**config.mk**
```make
export PLATFORM = sky130hd
export DESIGN_NAME = exu_alu_issue
export DESIGN_NICKNAME = d
export VERILOG_FILES = /design/src/rtl/exu_alu_issue.sv
export SDC_FILE = /design/constraint.sdc
export NUM_CORES = 1
export LEC_CHECK = 0
export CORE_UTILIZATION = 43
export DETAILED_ROUTE_END_ITERATION = 8
export PLACE_DENSITY = 0.86
export SETUP_SLACK_MARGIN = 0.4
export SKIP_CTS_REPAIR_TIMING = 1
export SLEW_MARGIN = 0
export SYNTH_ARGS = -nofsm -noshare
export SYNTH_HDL_FRONTEND = slang
export SYNTH_SLANG_ARGS = --single-unit
export TNS_END_PERCENT = 50
```
**constraint.sdc**
```tcl
create_clock -name clk -period 2.84 [get_ports clk]
set_input_delay 0.426 -clock clk [delete_from_list [all_inputs] [get_ports clk]]
set_output_delay 0.426 -clock clk [all_outputs]
set_load 0.1 [all_outputs]
```
**src/rtl/exu_alu_issue.sv**
```systemverilog
// Issue stage between decode and an external ALU: latches one op, holds it on the
// ALU for EXEC_CYCLES edges, then presents the captured result to writeback.
module exu_alu_issue #(
    parameter int XLEN        = 32,
    parameter int EXEC_CYCLES = 1
) (
    input  logic            clk,
    input  logic            rst,
    input  logic            flush,
    input  logic            in_valid,
    output logic            in_ready,
    input  logic [XLEN-1:0] in_r1,
    input  logic [XLEN-1:0] in_r2,
    input  logic [3:0]      in_sub,
    input  logic [4:0]      in_rd,
    output logic [XLEN-1:0] alu_r1,
    output logic [XLEN-1:0] alu_r2,
    output logic [3:0]      alu_sub,
    output logic            alu_enable,
    input  logic [XLEN-1:0] alu_sum,
    input  logic            alu_overflow,
    output logic            out_valid,
    input  logic            out_ready,
    output logic [XLEN-1:0] out_result,
    output logic            out_overflow,
    output logic [4:0]      out_rd
);
    typedef enum logic [1:0] {IDLE, EXEC, DONE} state_t;

    state_t          r_state, w_next;
    logic [3:0]      r_cnt;
    logic [XLEN-1:0] r_alu_r1, r_alu_r2, r_result;
    logic [3:0]      r_alu_sub;
    logic [4:0]      r_rd;
    logic            r_ovf;
    logic            w_accept;
    logic            w_finish;

    // flush blocks acceptance even though in_ready itself ignores it
    assign w_accept = in_valid && in_ready && !flush;
    assign w_finish = (r_state == EXEC) && (r_cnt == 4'd0);

    always_ff @(posedge clk) begin
        if (rst) r_state <= IDLE;
        else     r_state <= w_next;
    end

    always_comb begin
        w_next = r_state;
        if (flush) begin
            w_next = IDLE;
        end else begin
            case (r_state)
                IDLE:    if (in_valid) w_next = EXEC;
                EXEC:    if (r_cnt == 4'd0) w_next = DONE;
                DONE:    if (out_ready) w_next = in_valid ? EXEC : IDLE;
                default: w_next = IDLE;
            endcase
        end
    end

    always_comb begin
        in_ready   = (r_state == IDLE) || ((r_state == DONE) && out_ready);
        out_valid  = (r_state == DONE);
        alu_enable = (r_state == EXEC);
    end

    always_ff @(posedge clk) begin
        if (rst) begin
            r_cnt     <= '0;
            r_alu_r1  <= '0;
            r_alu_r2  <= '0;
            r_alu_sub <= '0;
            r_rd      <= '0;
            r_result  <= '0;
            r_ovf     <= 1'b0;
        end else if (!flush) begin
            if (w_accept) begin
                r_alu_r1  <= in_r1;
                r_alu_r2  <= in_r2;
                r_alu_sub <= in_sub;
                r_rd      <= in_rd;
                r_cnt     <= 4'(EXEC_CYCLES - 1);
            end else if ((r_state == EXEC) && (r_cnt != 4'd0)) begin
                r_cnt <= r_cnt - 4'd1;
            end
            if (w_finish) begin
                r_result <= alu_sum;
                r_ovf    <= alu_overflow;
            end
        end
    end

    assign alu_r1       = r_alu_r1;
    assign alu_r2       = r_alu_r2;
    assign alu_sub      = r_alu_sub;
    assign out_result   = r_result;
    assign out_overflow = r_ovf;
    assign out_rd       = r_rd;
endmodule

```
==> results.json, run 1 <==
{
  "outcome": "finished, final reports clean",
  "die_y_um": 101.7,
  "period_minus_slack_ps": 2134,
  "n_antenna_cell": 0,
  "end_kind": "flip-flop",
  "drive_above_1_share_pct": 20.42,
  "area_growth_pct": 52.46,
  "reg2reg_slack_ps": 710,
  "whs_path_depth": 2,
  "max_cap_viol_count": 0,
  "worst_path_max_delay_cell": "or3b_1",
  "multi_input_area_um2": 1822,
  "pwr-share-clk_pct": 27.3,
  "h-tree-depth": 3,
  "combPwrFrac_pct": 24.7,
  "antenna_left": 0,
  "cp_slowest_stage_delay_ps": 940,
  "io-pin-count": 220,
  "drc": 0,
  "rr_startpoint": "r_cnt[0]$_SDFFE_PP0P_",
  "grt_overflow": 0,
  "intPower_mw": 2.242,
  "grt_pass1_vias": 4333,
  "avgSynthCellArea_um2": 8.183,
  "clock-sinks": 112,
  "reg2reg_depth": 5,
  "p_per_area_nw_per_um2": 530.2,
  "fin_area_um2": 6513,
  "netlist_instances": 522,
  "drtPass1Iterations": 5,
  "die_w_um": 101.7,
  "synth-seq-area-share_pct": 52.49,
  "holdCritStartpoint": "out_result[0]$_SDFFE_PP0P_",
  "hold_path_class": "flip-flop to flip-flop",
  "layout_common_cells": "buf_4, a21oi_1, dfxtp_1, clkdlybuf4s50_1, nand3_1",
  "crit_type": "flip-flop to flip-flop",
  "finalMaxSlewViolations": 0,
  "grt_pass1_wl_mm": 20.32,
  "p_leak_nw": 2.475,
  "start_kind": "flip-flop",
  "synthDistinctLibCells": 22,
  "final_common_cell": "buf_4",
  "rows": 36,
  "fmax_mhz": 468.6,
  "hpwl_mm": 9.129,
  "netSwitchingFraction_pct": 35.08,
  "vdd_ir_drop_max_mv": 0.3496,
  "initialDrtViolationCount": 175,
  "r2r-end": "out_result[7]$_SDFFE_PP0P_",
  "start_util_pct": 44.11,
  "cp_max_fo": 37,
  "place_congestion": 0.7901,
  "core_um2": 9684,
  "clk_pin_slew_worst_paths_ps": 110,
  "worst_slew_pin_slew_ps": 1146,
  "period_share_pct": 75.14,
  "numCtsBuffers": 9,
  "insertion_delay_ps": 360,
  "regArea_um2": 2242,
  "finClkSkew_ps": 18.94,
  "setup_viol": 0,
  "seq_power_share_pct": 48.1,
  "setup_tns_ps": 0,
  "placed_cell_area_um2": 6311,
  "routed_wl_mm": 13.53,
  "worstPathArrival_ps": 2410,
  "p_switching_mw": 1.211,
  "ys_ff_latch": 112,
  "nNetsFinal": 817,
  "nFillCells": 822,
  "io_buffers": 219,
  "power.total_mw": 3.453,
  "max-clock-path-buffers": 2,
  "rsz0062_at_grt": "false",
  "via_per_inst": 5.477,
  "cts_tree": "done",
  "wl_per_cell_um": 16.05,
  "synth_area_um2": 4272,
  "track_usage_pct": 24.61,
  "crit_required_ps": 3120,
  "syn_nets": 634,
  "die_area_um2": 10340,
  "min_to": "out_result[0]$_SDFFE_PP0P_",
  "root_buffer": "clkbuf_8",
  "via_count": 4617,
  "yosysWarnings": 0,
  "finalHoldViolations": 0,
  "slew_headroom_pct": 23.60,
  "crit_chain": "inv_1 -> ha_1 -> or3b_1 -> o21ai_0 -> a21oi_1",
  "grt_antenna_before_repair": 0,
  "grt_max_degree": 66
}
==> worst max-delay path by stage <==
stage | endpoint | cells past startpoint | from | slack [ps]
finish | out_result[7]$_SDFFE_PP0P_ | 5 | r_cnt[0]$_SDFFE_PP0P_ | 710
global route | out_result[8]$_SDFFE_PP0P_ | 5 | r_cnt[0]$_SDFFE_PP0P_ | 540
CTS | out_result[7]$_SDFFE_PP0P_ | 5 | r_cnt[0]$_SDFFE_PP0P_ | 730
detailed placement | alu_r2[8]$_SDFFE_PP0P_ | 5 | flush | 440
global placement | out_rd[0]$_SDFFE_PP0P_ | 5 | flush | 520
floorplan | alu_enable | 1 | r_state[0]$_SDFFE_PP0P_ | 600
==> through the flow <==
step                      cells  setup slack (ps)  hold WS, ps  util, %
after CTS                   843             734.5        481.8    67.25
after global placement      827             520.8        460.3    65.17
final                       843             706.1        482.7    67.25
after detailed placement    827             440.0        466.5    65.17
after global routing        843             540.9        501.2    67.25
after floorplan             522             604.3        463.1        -
==> synthesized netlist by cell type <==
cell type / number / area (um2)
a21oi_1: 112 / 560.5
clkbuf_1: 48 / 180.2
o21ai_1: 15 / 75.07
o21ai_0: 94 / 470.5
inv_1: 3 / 11.26
nand4b_1: 1 / 8.760
or3_1: 1 / 6.260
a311oi_1: 1 / 8.760
dfxtp_1: 112 / 2242
buf_1: 8 / 30.03
nand2b_1: 1 / 6.260
buf_2: 3 / 15.01
nor3b_2: 1 / 12.51
nor3_1: 2 / 10.01
nor2_1: 1 / 3.750
or4_1: 1 / 7.510
nor2b_1: 3 / 18.77
nor3b_1: 3 / 22.52
ha_1: 1 / 12.51
nand3_1: 107 / 535.5
or3b_1: 3 / 26.28
a21o_1: 1 / 7.510
==> flip-flops by register name, summed over array words and instances (netlist names) <==
signal / flops
alu_r1: 32
r_cnt: 4
alu_sub: 4
alu_r2: 32
out_rd: 5
out_result: 32
r_state: 2
out_overflow: 1
==> critical path, delay by kind of cell, from the launching register on <==
kind / cells / cell delay [ps]
fa+ha+maj: 1 / 240
compound gates: 2 / 440
flops: 1 / 370
buf+inv: 1 / 70
simple gates: 1 / 940
==> area by class of cell <==
class                   count  area share (%)
flip-flops and latches    112           34.43
repair buffers            231           31.78
multi-input cells         348           27.97
well taps                 133           2.555
clock buffers               9           1.902
clock inverters             7           1.191
inverters                   3          0.1729
==> routing by layer <==
metal | track usage (%) | vias to the layer above | part of all wire [%]
met5 | 0 | - | 0
met4 | 10.70 | 0 | 2.8
met3 | 4.279 | 33 | 6.4
met2 | 41.58 | 205 | 51
met1 | 30.82 | 2149 | 40
li1 | - | 2230 | -
==> cells by family (layout without fill, tap and decap cells) <==
family	count (synthesis)	count (layout)	synth area share, %
buffers and inverters	62	250	5.536
adders and majority gates	1	1	0.2929
and+or+nand+nor	124	124	15.41
AOI/OAI and AO/OA	223	223	26.27
DFF	112	112	52.49
==> power by group through the flow <==
stage               combinational, mW  clock [mW]  sequential, mW
floorplan                       0.146           0            2.10
global placement                0.840           0            1.69
detailed placement              0.850           0            1.69
CTS                             0.852       0.970            1.66
global route                    0.884        1.03            1.67
finish                          0.851       0.942            1.66
Note: power is estimated with default switching activity, not from simulation.
==> run 2: changes to the inputs <==
--- a/config.mk
+++ b/config.mk
@@ -5,9 +5,9 @@
 export SDC_FILE = /design/constraint.sdc
 export NUM_CORES = 1
 export LEC_CHECK = 0
-export CORE_UTILIZATION = 43
+export CORE_UTILIZATION = 40
 export DETAILED_ROUTE_END_ITERATION = 8
-export PLACE_DENSITY = 0.86
+export PLACE_DENSITY = 0.81
 export SETUP_SLACK_MARGIN = 0.4
 export SKIP_CTS_REPAIR_TIMING = 1
 export SLEW_MARGIN = 0
==> constraint.sdc (replaced) <==
create_clock -name clk -period 2 [get_ports clk]
set_input_delay 0.3 -clock clk [delete_from_list [all_inputs] [get_ports clk]]
set_output_delay 0.3 -clock clk [all_outputs]
set_load 0.1 [all_outputs]
==> results.json, run 2 (same netlist as run 1, synthesis figures left out) <==
{
  "outcome": "finished, final reports clean",
  "routed_wl_mm": 13.34,
  "via_count": 4665,
  "numCtsBuffers": 9,
  "grt_overflow": 0,
  "crit_required_ps": 2240,
  "crit_type": "flip-flop to flip-flop",
  "period_share_pct": 79.07,
  "max_cap_viol_count": 0,
  "die_y_um": 105.3,
  "fin_cells": 850,
  "grt_max_degree": 58,
  "end_kind": "flip-flop",
  "start_kind": "flip-flop",
  "p_per_area_nw_per_um2": 747.6,
  "clock-sinks": 112,
  "drc": 0,
  "period_minus_slack_ps": 1581,
  "finalMaxSlewViolations": 0,
  "rsz0062_at_grt": "true",
  "nNetsFinal": 821,
  "setup_ws_ps": 418.6,
  "via_per_inst": 5.488,
  "layout_common_cells": "a21oi_1, buf_4, dfxtp_1, clkdlybuf4s50_1, nand3_1",
  "fmax_mhz": 632.3,
  "die_area_um2": 11100,
  "setup_tns_ps": 0,
  "hold_path_class": "primary input to flip-flop",
  "core_um2": 10320,
  "whs_path_depth": 2,
  "io-pin-count": 220,
  "clk_pin_slew_worst_paths_ps": 110,
  "root_buffer": "clkbuf_8",
  "antenna_left": 0,
  "max-clock-path-buffers": 2,
  "grt_pass1_wl_mm": 21.32,
  "nFillCells": 857,
  "die_w_um": 105.3,
  "setup_viol": 0,
  "h-tree-depth": 3,
  "finalHoldViolations": 0,
  "insertion_delay_ps": 370,
  "reg2reg_depth": 6,
  "drtPass1Iterations": 7,
  "holdCritStartpoint": "rst",
  "rows": 37,
  "start_util_pct": 41.38,
  "power.total_mw": 4.991,
  "grt_pass1_vias": 4450,
  "cp_max_fo": 20,
  "grt_antenna_before_repair": 0,
  "finClkSkew_ps": 10.66,
  "worst_slew_pin_slew_ps": 582.6,
  "worstPathArrival_ps": 1820,
  "vdd_ir_drop_max_mv": 0.4119,
  "place_congestion": 0.7831,
  "wl_per_cell_um": 15.69,
  "place_worst_setup_slack_ps": 74.47,
  "p_leak_nw": 2.537,
  "hpwl_mm": 9.023,
  "initialDrtViolationCount": 282,
  "area_growth_pct": 56.27,
  "cts_tree": "done",
  "rr_startpoint": "r_cnt[0]$_SDFFE_PP0P_",
  "crit_start": "r_cnt[0]$_SDFFE_PP0P_",
  "dp.cells": 834,
  "track_usage_pct": 23.60,
  "slew_headroom_pct": 61.16,
  "io_buffers": 219,
  "n_antenna_cell": 0,
  "final_core_utilization_pct": 64.66,
  "drive_above_1_share_pct": 21.85
}
==> run 2: metal layers <==
metal  share of wire, %  global-route usage [%]  routed length (um)
met1                 41                   29.36                5511
met2                 49                   39.00                6545
met3                6.1                   3.958                 814
met4                3.5                   12.58                 468
met5                  0                       0                   0
==> run 2: layout make-up <==
type	instances	area, um2	area share [%]
clock inverter	6	72.57	1.087
sequential	112	2250	33.70
inverter	3	11.26	0.1687
multi-input combinational	348	1848	27.69
timing repair buffer	235	2186	32.75
tap	136	170.2	2.549
clock buffer	10	137.6	2.062
==> run 2: power by group <==
| part | internal (mW) | switching (mW) |
|---|---|---|
| combinational | 0.388 | 0.836 |
| clock | 0.633 | 0.780 |
| sequential | 2.31 | 0.0430 |
==> run 2: worst paths after layout <==
kind | slack, ps | end
worst max-delay path | 420 | out_result[21]$_SDFFE_PP0P_
worst min-delay path | 420 | out_result[28]$_SDFFE_PP0P_
worst max register to register | 420 | out_result[21]$_SDFFE_PP0P_
worst min register to register | 480 | out_rd[0]$_SDFFE_PP0P_
==> run 2: metrics by stage <==
step	instance area [um2]	hold slack (ps)
after floorplan	4279	379.3
after global placement	6425	461.1
after detailed placement	6425	467.0
after CTS	6635	404.1
after global routing	6675	431.6
final	6675	424.0
==> run 2: worst max-delay path, cell delays in order, from the launching register on <==
cell	delay (ps)
dfxtp_1	330
inv_1	110
ha_4	160
or3b_4	400
buf_6	170
o21ai_0	200
a21oi_1	90
